File: config.mk
export PLATFORM = sky130hd
export DESIGN_NAME = shot_controller_flat
export DESIGN_NICKNAME = d
export VERILOG_FILES = /design/src/rtl/shot_if.sv /design/src/rtl/shot_controller.sv /design/src/flat_wrapper.sv
export SDC_FILE = /design/constraint.sdc
export NUM_CORES = 1
export LEC_CHECK = 0
export ABC_CLOCK_PERIOD_IN_PS = 7400
export BUFFER_PORTS_ARGS = -buffer_cell sky130_fd_sc_hd__buf_2
export CORE_MARGIN = 5
export CORE_UTILIZATION = 30
export CTS_CLUSTER_SIZE = 24
export DETAILED_ROUTE_END_ITERATION = 8
export GPL_ROUTABILITY_DRIVEN = 0
export PLACE_DENSITY = 0.48
export SYNTH_ARGS = -nofsm -noshare
export SYNTH_HDL_FRONTEND = slang
export SYNTH_SLANG_ARGS = --single-unit
File: constraint.sdc
create_clock -name clk -period 7.4 [get_ports clk]
set_input_delay 0.74 -clock clk [delete_from_list [all_inputs] [get_ports clk]]
set_output_delay 0.74 -clock clk [all_outputs]
set_load 0.01 [all_outputs]
File: src/rtl/shot_if.sv
// ----------------------------------------------------------------------------
// shot_if
// Bundles the shot stage's data signals. The master side (ship controller,
// collision stage, bench) drives the i_* signals. The slave side
// (shot_controller) drives the o_* signals.
//   i_ship_x, i_ship_y : ship position (10 bits each)
//   i_fire             : fire level from the ship controller
//   i_shot_hit         : per-slot hit from the collision stage
//   o_shot_valid       : slot i is live
//   o_shot_x/o_shot_y  : slot i position in bits [10i+9:10i]
//   o_fired            : one-cycle pulse when a spawn is accepted
//   o_pool_full        : every slot is live
// ----------------------------------------------------------------------------
interface shot_if #(
    parameter int NUM_SHOTS = 4
);
    logic [9:0]             i_ship_x;
    logic [9:0]             i_ship_y;
    logic                   i_fire;
    logic [NUM_SHOTS-1:0]   i_shot_hit;
    logic [NUM_SHOTS-1:0]   o_shot_valid;
    logic [10*NUM_SHOTS-1:0] o_shot_x;
    logic [10*NUM_SHOTS-1:0] o_shot_y;
    logic                   o_fired;
    logic                   o_pool_full;

    modport master (
        output i_ship_x, i_ship_y, i_fire, i_shot_hit,
        input  o_shot_valid, o_shot_x, o_shot_y, o_fired, o_pool_full
    );

    modport slave (
        input  i_ship_x, i_ship_y, i_fire, i_shot_hit,
        output o_shot_valid, o_shot_x, o_shot_y, o_fired, o_pool_full
    );
endinterface

File: src/rtl/shot_controller.sv
// ----------------------------------------------------------------------------
// shot_controller
// Converts rising edges of the ship's fire level into player shots.
// Shots live in a fixed pool of slots and move right on a divided
// movement tick. A shot retires when its next step would pass X_MAX,
// or when the collision stage reports a hit on it.
// Ports:
//   clk     : system clock
//   reset_n : asynchronous active-low reset
//   bus     : shot_if slave modport (ship position, fire, hits in;
//             slot state, fired pulse, pool-full out)
// ----------------------------------------------------------------------------
module shot_controller #(
    parameter int NUM_SHOTS  = 4,
    parameter int SHOT_SPEED = 25000,
    parameter int SHOT_STEP  = 4,
    parameter int NOSE_X     = 16,
    parameter int NOSE_Y     = 4,
    parameter int X_MAX      = 774,
    parameter int COOLDOWN   = 200000
) (
    input  logic  clk,
    input  logic  reset_n,
    shot_if.slave bus
);

    localparam int CD_W = (COOLDOWN > 1) ? $clog2(COOLDOWN) : 1;
    localparam int TK_W = $clog2(SHOT_SPEED);
    localparam logic [10:0] X_MAX_W = 11'(X_MAX);
    localparam logic [10:0] STEP_W  = 11'(SHOT_STEP);

    logic                         fire_q;
    logic [CD_W-1:0]              cool_q, cool_d;
    logic [TK_W-1:0]              tick_cnt_q, tick_cnt_d;
    logic [NUM_SHOTS-1:0]         valid_q, valid_d;
    logic [NUM_SHOTS-1:0][9:0]    x_q, x_d;
    logic [NUM_SHOTS-1:0][9:0]    y_q, y_d;
    logic                         fired_q, fired_d;

    logic                         req;
    logic                         tick;
    logic                         accept;
    logic [NUM_SHOTS-1:0]         free_oh;
    logic [10:0]                  spawn_x;

    assign req  = bus.i_fire & ~fire_q;
    assign tick = (tick_cnt_q == TK_W'(SHOT_SPEED - 1));

    // Lowest clear bit of valid_q as a one-hot vector. It is zero when the
    // pool is full. It uses this cycle's valid, so a slot freed this cycle
    // only becomes eligible for a spawn on the next cycle.
    assign free_oh = ~valid_q & (valid_q + NUM_SHOTS'(1));

    // 11-bit sum so that a ship near the right edge cannot wrap to a small x.
    assign spawn_x = {1'b0, bus.i_ship_x} + 11'(NOSE_X);

    assign accept = req && (cool_q == '0) && (|free_oh) && (spawn_x <= X_MAX_W);

    always_comb begin
        // NOTE: every variable gets a default before any branch, so no path
        // leaves a value unassigned and no latch is inferred.
        valid_d    = valid_q;
        x_d        = x_q;
        y_d        = y_q;
        fired_d    = accept;
        tick_cnt_d = tick ? '0 : tick_cnt_q + 1'b1;

        if (accept) begin
            cool_d = CD_W'(COOLDOWN - 1);
        end else if (cool_q != '0) begin
            cool_d = cool_q - 1'b1;
        end else begin
            cool_d = cool_q;
        end

        for (int i = 0; i < NUM_SHOTS; i++) begin
            if (accept && free_oh[i]) begin
                // A slot that spawns on a tick cycle keeps its spawn position.
                valid_d[i] = 1'b1;
                x_d[i]     = spawn_x[9:0];
                y_d[i]     = bus.i_ship_y + 10'(NOSE_Y);
            end else if (bus.i_shot_hit[i] && valid_q[i]) begin
                // A hit takes priority over movement. The position is held.
                valid_d[i] = 1'b0;
            end else if (tick && valid_q[i]) begin
                if (({1'b0, x_q[i]} + STEP_W) > X_MAX_W) begin
                    valid_d[i] = 1'b0;
                end else begin
                    x_d[i] = x_q[i] + 10'(SHOT_STEP);
                end
            end
        end
    end

    always_ff @(posedge clk or negedge reset_n) begin
        if (!reset_n) begin
            // Starts high, so a fire level held through reset release does
            // not look like a rising edge.
            fire_q     <= 1'b1;
            cool_q     <= '0;
            tick_cnt_q <= '0;
            valid_q    <= '0;
            x_q        <= '0;
            y_q        <= '0;
            fired_q    <= 1'b0;
        end else begin
            // NOTE: non-blocking assignments make every register sample its
            // pre-edge value, whatever the statement order.
            fire_q     <= bus.i_fire;
            cool_q     <= cool_d;
            tick_cnt_q <= tick_cnt_d;
            valid_q    <= valid_d;
            x_q        <= x_d;
            y_q        <= y_d;
            fired_q    <= fired_d;
        end
    end

    assign bus.o_shot_valid = valid_q;
    assign bus.o_shot_x     = x_q;
    assign bus.o_shot_y     = y_q;
    assign bus.o_fired      = fired_q;
    assign bus.o_pool_full  = &valid_q;

endmodule

File: src/flat_wrapper.sv
// flat-port wrapper written by rule: the top's interface ports become plain ports
module shot_controller_flat 
#(
    parameter int NUM_SHOTS  = 4,
    parameter int SHOT_SPEED = 25000,
    parameter int SHOT_STEP  = 4,
    parameter int NOSE_X     = 16,
    parameter int NOSE_Y     = 4,
    parameter int X_MAX      = 774,
    parameter int COOLDOWN   = 200000
)
  (clk, reset_n, bus_i_ship_x, bus_i_ship_y, bus_i_fire, bus_i_shot_hit, bus_o_shot_valid, bus_o_shot_x, bus_o_shot_y, bus_o_fired, bus_o_pool_full);
  shot_if #(.NUM_SHOTS(NUM_SHOTS)) bus_i ();
  input  logic clk;
  input  logic reset_n;
  input wire logic [$bits(bus_i.i_ship_x)-1:0] bus_i_ship_x;
  input wire logic [$bits(bus_i.i_ship_y)-1:0] bus_i_ship_y;
  input wire logic [$bits(bus_i.i_fire)-1:0] bus_i_fire;
  input wire logic [$bits(bus_i.i_shot_hit)-1:0] bus_i_shot_hit;
  output wire logic [$bits(bus_i.o_shot_valid)-1:0] bus_o_shot_valid;
  output wire logic [$bits(bus_i.o_shot_x)-1:0] bus_o_shot_x;
  output wire logic [$bits(bus_i.o_shot_y)-1:0] bus_o_shot_y;
  output wire logic [$bits(bus_i.o_fired)-1:0] bus_o_fired;
  output wire logic [$bits(bus_i.o_pool_full)-1:0] bus_o_pool_full;
  assign bus_i.i_ship_x = bus_i_ship_x;
  assign bus_i.i_ship_y = bus_i_ship_y;
  assign bus_i.i_fire = bus_i_fire;
  assign bus_i.i_shot_hit = bus_i_shot_hit;
  assign bus_o_shot_valid = bus_i.o_shot_valid;
  assign bus_o_shot_x = bus_i.o_shot_x;
  assign bus_o_shot_y = bus_i.o_shot_y;
  assign bus_o_fired = bus_i.o_fired;
  assign bus_o_pool_full = bus_i.o_pool_full;
  shot_controller #(.NUM_SHOTS(NUM_SHOTS), .SHOT_SPEED(SHOT_SPEED), .SHOT_STEP(SHOT_STEP), .NOSE_X(NOSE_X), .NOSE_Y(NOSE_Y), .X_MAX(X_MAX), .COOLDOWN(COOLDOWN)) u_core (.clk(clk), .reset_n(reset_n), .bus(bus_i));
endmodule
==> results by group <==
GRT
  • Pin count of the biggest net entering global routing: 75
  • Wire length of the first global-routing pass: 30300 µm
  • Antenna violations before repair: 1
  • Via count of the first global-routing pass: 5341
  • Overall overflow remaining after global route: 0
  • Combined global-route utilization of all metal layers: 15.8%

Yosys
  • Library cell with the highest instance count after synthesis: sky130_fd_sc_hd__nand2_1
  • Instance count of the mapped netlist: 702
  • Part of the Yosys area used for sequential elements: 46.2%
  • Top cell type's share of synthesized area: 45.8%
  • Main synth FF type: sky130_fd_sc_hd__dfrtp_1
  • Post-synthesis cell area: 0.00644 mm²
  • Number of flip-flops and latches in the synthesized netlist: 119
  • Library cell occupying the most area in the post-synthesis netlist: sky130_fd_sc_hd__dfrtp_1
  • Ranking of synthesized cells by area: sky130_fd_sc_hd__dfrtp_1 (46%), sky130_fd_sc_hd__nand2_1 (7.0%), sky130_fd_sc_hd__xor2_1 (3.7%)
  • Post-synthesis area per instance: 9.18 µm²
  • Synth Warn #: 0
  • Total nets after synthesis: 743
  • Yosys cell types: 72
  • Async set or reset register ratio after synthesis: 100%
  • Most numerous cell types in the synthesized netlist: sky130_fd_sc_hd__nand2_1 (120), sky130_fd_sc_hd__dfrtp_1 (118), sky130_fd_sc_hd__nor2_1 (60)
  • Number of enable-type register cells in the synthesized netlist: 0

Cells and area
  • Fraction of final layout cells sized beyond drive strength 1: 21.7%
  • Post-layout nets: 847
  • Area growth, synth to finish: 22.1%
  • Post-route design area: 0.00787 mm²
  • Fill cell count: 2195
  • Diode insertion count for antenna repair: 0

Routing
  • Routed wire per std cell: 17.3 µm
  • Remaining antenna violation count after routing: 0
  • Average vias per placed instance: 5.01
  • DR pass1 iterations: 5
  • Total Routed Length: 18900 µm
  • DRC viols: 0
  • Via total after detailed routing: 5483
  • Detailed router's first-iteration violation count: 478

Worst setup path
  • Critical path launch point type: input port
  • Number of buffer and inverter stages on the critical path: 2
  • Kind of critical path: input port to register
  • Cell at the slowest stage of the critical path: sky130_fd_sc_hd__nand2b_1
  • Worst reg-to-reg setup slack: 3.63 ns
  • Worst Path Required: 7.74 ns
  • Maximum fanout along the worst path: 30
  • Family with the most delay on the worst path: simple AND/OR/NAND/NOR gates
  • CP max stage delay: 0.79 ns
  • Capturing element type of the critical path: register
  • Ordered list of cells on the worst path: buf_2 > ha_1 > or3b_1 > mux2i_1 > o21ai_0 > o221ai_2 > inv_1 > nand2b_1 > o311ai_0 > nand3_1
  • Worst Path Arrival: 4.28 ns

Clock tree
  • Cts-stage hold buffer count: 0
  • Post-cts sizing count: 0
  • Root Buffer Master: sky130_fd_sc_hd__clkbuf_16
  • Number of H-tree levels: 4
  • Clock tree from TritonCTS: built
  • Maximum number of buffers from clock root to sink: 2
  • Clock net sink count: 119
  • Clock buffers created by TritonCTS: 17
  • Skew-Pair Late Insertion Delay: 0.41 ns
  • Count of buffers added by post-CTS timing repair for setup: 0
  • Clock slew at the register clock pins of the worst setup and hold paths: 0.06 ns

Floorplan
  • I/O Pins: 113
  • Die Span Y: 157 µm
  • Core area: 0.0211 mm²
  • Number of placement rows: 53
  • Initial core utilization: 30.6%
  • Overall die area: 0.0245 mm²
  • Horizontal die dimension: 157 µm

STA
  • Number of max-slew violations in the final report: 0
  • Worst relative slew slack: 30.6%
  • Sum Neg Setup Slack: 0 ns
  • Hold Fails Final Rpt: 0
  • Clock Skews: 0.00761 ns
  • Number of failing setup endpoints in the final timing report: 0
  • Final worst path period share: 53.2%
  • Clock period minus final worst setup slack: 3.94 ns
  • Slew of the pin with the lowest slew margin: 1.04 ns
  • Highest clock frequency the design can meet: 254 MHz
  • Unrepaired setup endpoints after global routing: no
  • Final hold slack: 0.353 ns

Min path
  • Type of the worst min-delay path: input port to async pin

Pwr
  • Largest voltage drop on the vdd net: 0.000134 V
  • Power per standard cell area: 219 mW/mm²
  • LEAKAGE: 3.79 nW

Place
  • Placed Instance Area: 0.00725 mm²
  • Dpl hpwl: 13600 µm
  • Count of buffers inserted at the top-level ports: 112

Flow run
  • MaxCap Viol Count: 0

Status
  • Outcome: complete, no violations
[through the flow]
stage	std cells	utilization (%)	total power, mW	worst slack, ns
after global routing	1094	37.3	1.80	3.11
after global placement	1062	34.4	0.879	3.20
after detailed placement	1062	34.4	0.880	3.01
final	1094	37.3	1.72	3.46
after CTS	1094	37.3	1.75	3.46
after floorplan	702	-	0.795	4.32
[report_power, final]
part	switching, mW	internal [mW]	total, mW
Sequential	0.0345	0.677	0.712
Clock	0.316	0.540	0.856
Combinational	0.0956	0.0582	0.154
Total	0.446	1.28	1.72
[final timing paths]
check / from / endpoint / cells past startpoint
hold reg to reg: u_core.bus.o_shot_y[20] / u_core.bus.o_shot_y[20] / 2
max in group asynchronous: reset_n / u_core.bus.o_shot_y[13] / 2
setup / recovery: bus_i_ship_x[4] / u_core.bus.o_shot_x[8] / 10
setup reg to reg: u_core.bus.o_shot_valid[0] / u_core.bus.o_shot_x[6] / 8
min in group clk: bus_i_fire / u_core.fire_q / 1
hold / removal: reset_n / u_core.cool_q[4] / 1
[cell families after synthesis]
kind of cell | share of synthesized area [%]
AO/OA/AOI/OAI | 13.3
XOR/XNOR | 6.25
adder cells (fa/ha/maj) | 2.72
buffers and inverters | 3.63
flip-flops | 46.2
multiplexers | 3.30
AND/OR/NAND/NOR | 24.5
[routing by layer]
layer	up-vias	GRT usage, %	routed length, µm
li1	2688	-	-
met1	2662	22.4	9050
met2	113	24.4	8820
met3	18	3.87	849
met4	2	3.60	199
met5	-	0	13
[cell usage in the layout (no fill, tap or decap), types with 6 or more instances in the layout]
cell,synthesis,routed
sky130_fd_sc_hd__mux2i_1,13,13
sky130_fd_sc_hd__nor3_1,8,6
sky130_fd_sc_hd__a21o_1,7,7
sky130_fd_sc_hd__xnor2_1,19,19
sky130_fd_sc_hd__nor3b_1,7,7
sky130_fd_sc_hd__nand4_1,12,12
sky130_fd_sc_hd__buf_2,7,111
sky130_fd_sc_hd__clkbuf_16,0,17
sky130_fd_sc_hd__nor2_1,60,60
sky130_fd_sc_hd__dfrtp_1,118,118
sky130_fd_sc_hd__and3_1,12,12
sky130_fd_sc_hd__nor4_1,7,6
sky130_fd_sc_hd__o21ai_0,31,31
sky130_fd_sc_hd__nand3_1,42,42
sky130_fd_sc_hd__nand2_1,120,120
sky130_fd_sc_hd__a31oi_1,6,6
sky130_fd_sc_hd__ha_1,14,14
sky130_fd_sc_hd__a21oi_1,34,34
sky130_fd_sc_hd__mux2_2,6,6
sky130_fd_sc_hd__xor2_1,27,27
sky130_fd_sc_hd__nor2b_1,8,8
sky130_fd_sc_hd__clkinvlp_4,0,6
sky130_fd_sc_hd__or3_1,7,7
sky130_fd_sc_hd__inv_1,24,24
[final cells by class]
| type | instances | area, µm² | share of cell area, % |
|---|---|---|---|
| multi-input cells | 528 | 3250 | 41.3 |
| well taps | 275 | 344 | 4.37 |
| clock inverters | 14 | 175 | 2.23 |
| flip-flops and latches | 119 | 2980 | 37.9 |
| inverters | 24 | 90.1 | 1.15 |
| repair buffers | 116 | 593 | 7.54 |
| clock buffers | 18 | 439 | 5.58 |
[state kept, by name, indices dropped and copies added, names as in the netlist]
register	flops
u_core.bus.o_fired	1
u_core.bus.o_shot_x	40
u_core.tick_cnt_q	15
u_core.fire_q	1
u_core.cool_q	18
u_core.bus.o_shot_valid	4
u_core.bus.o_shot_y	40
Note: power is estimated with default switching activity, not from simulation.
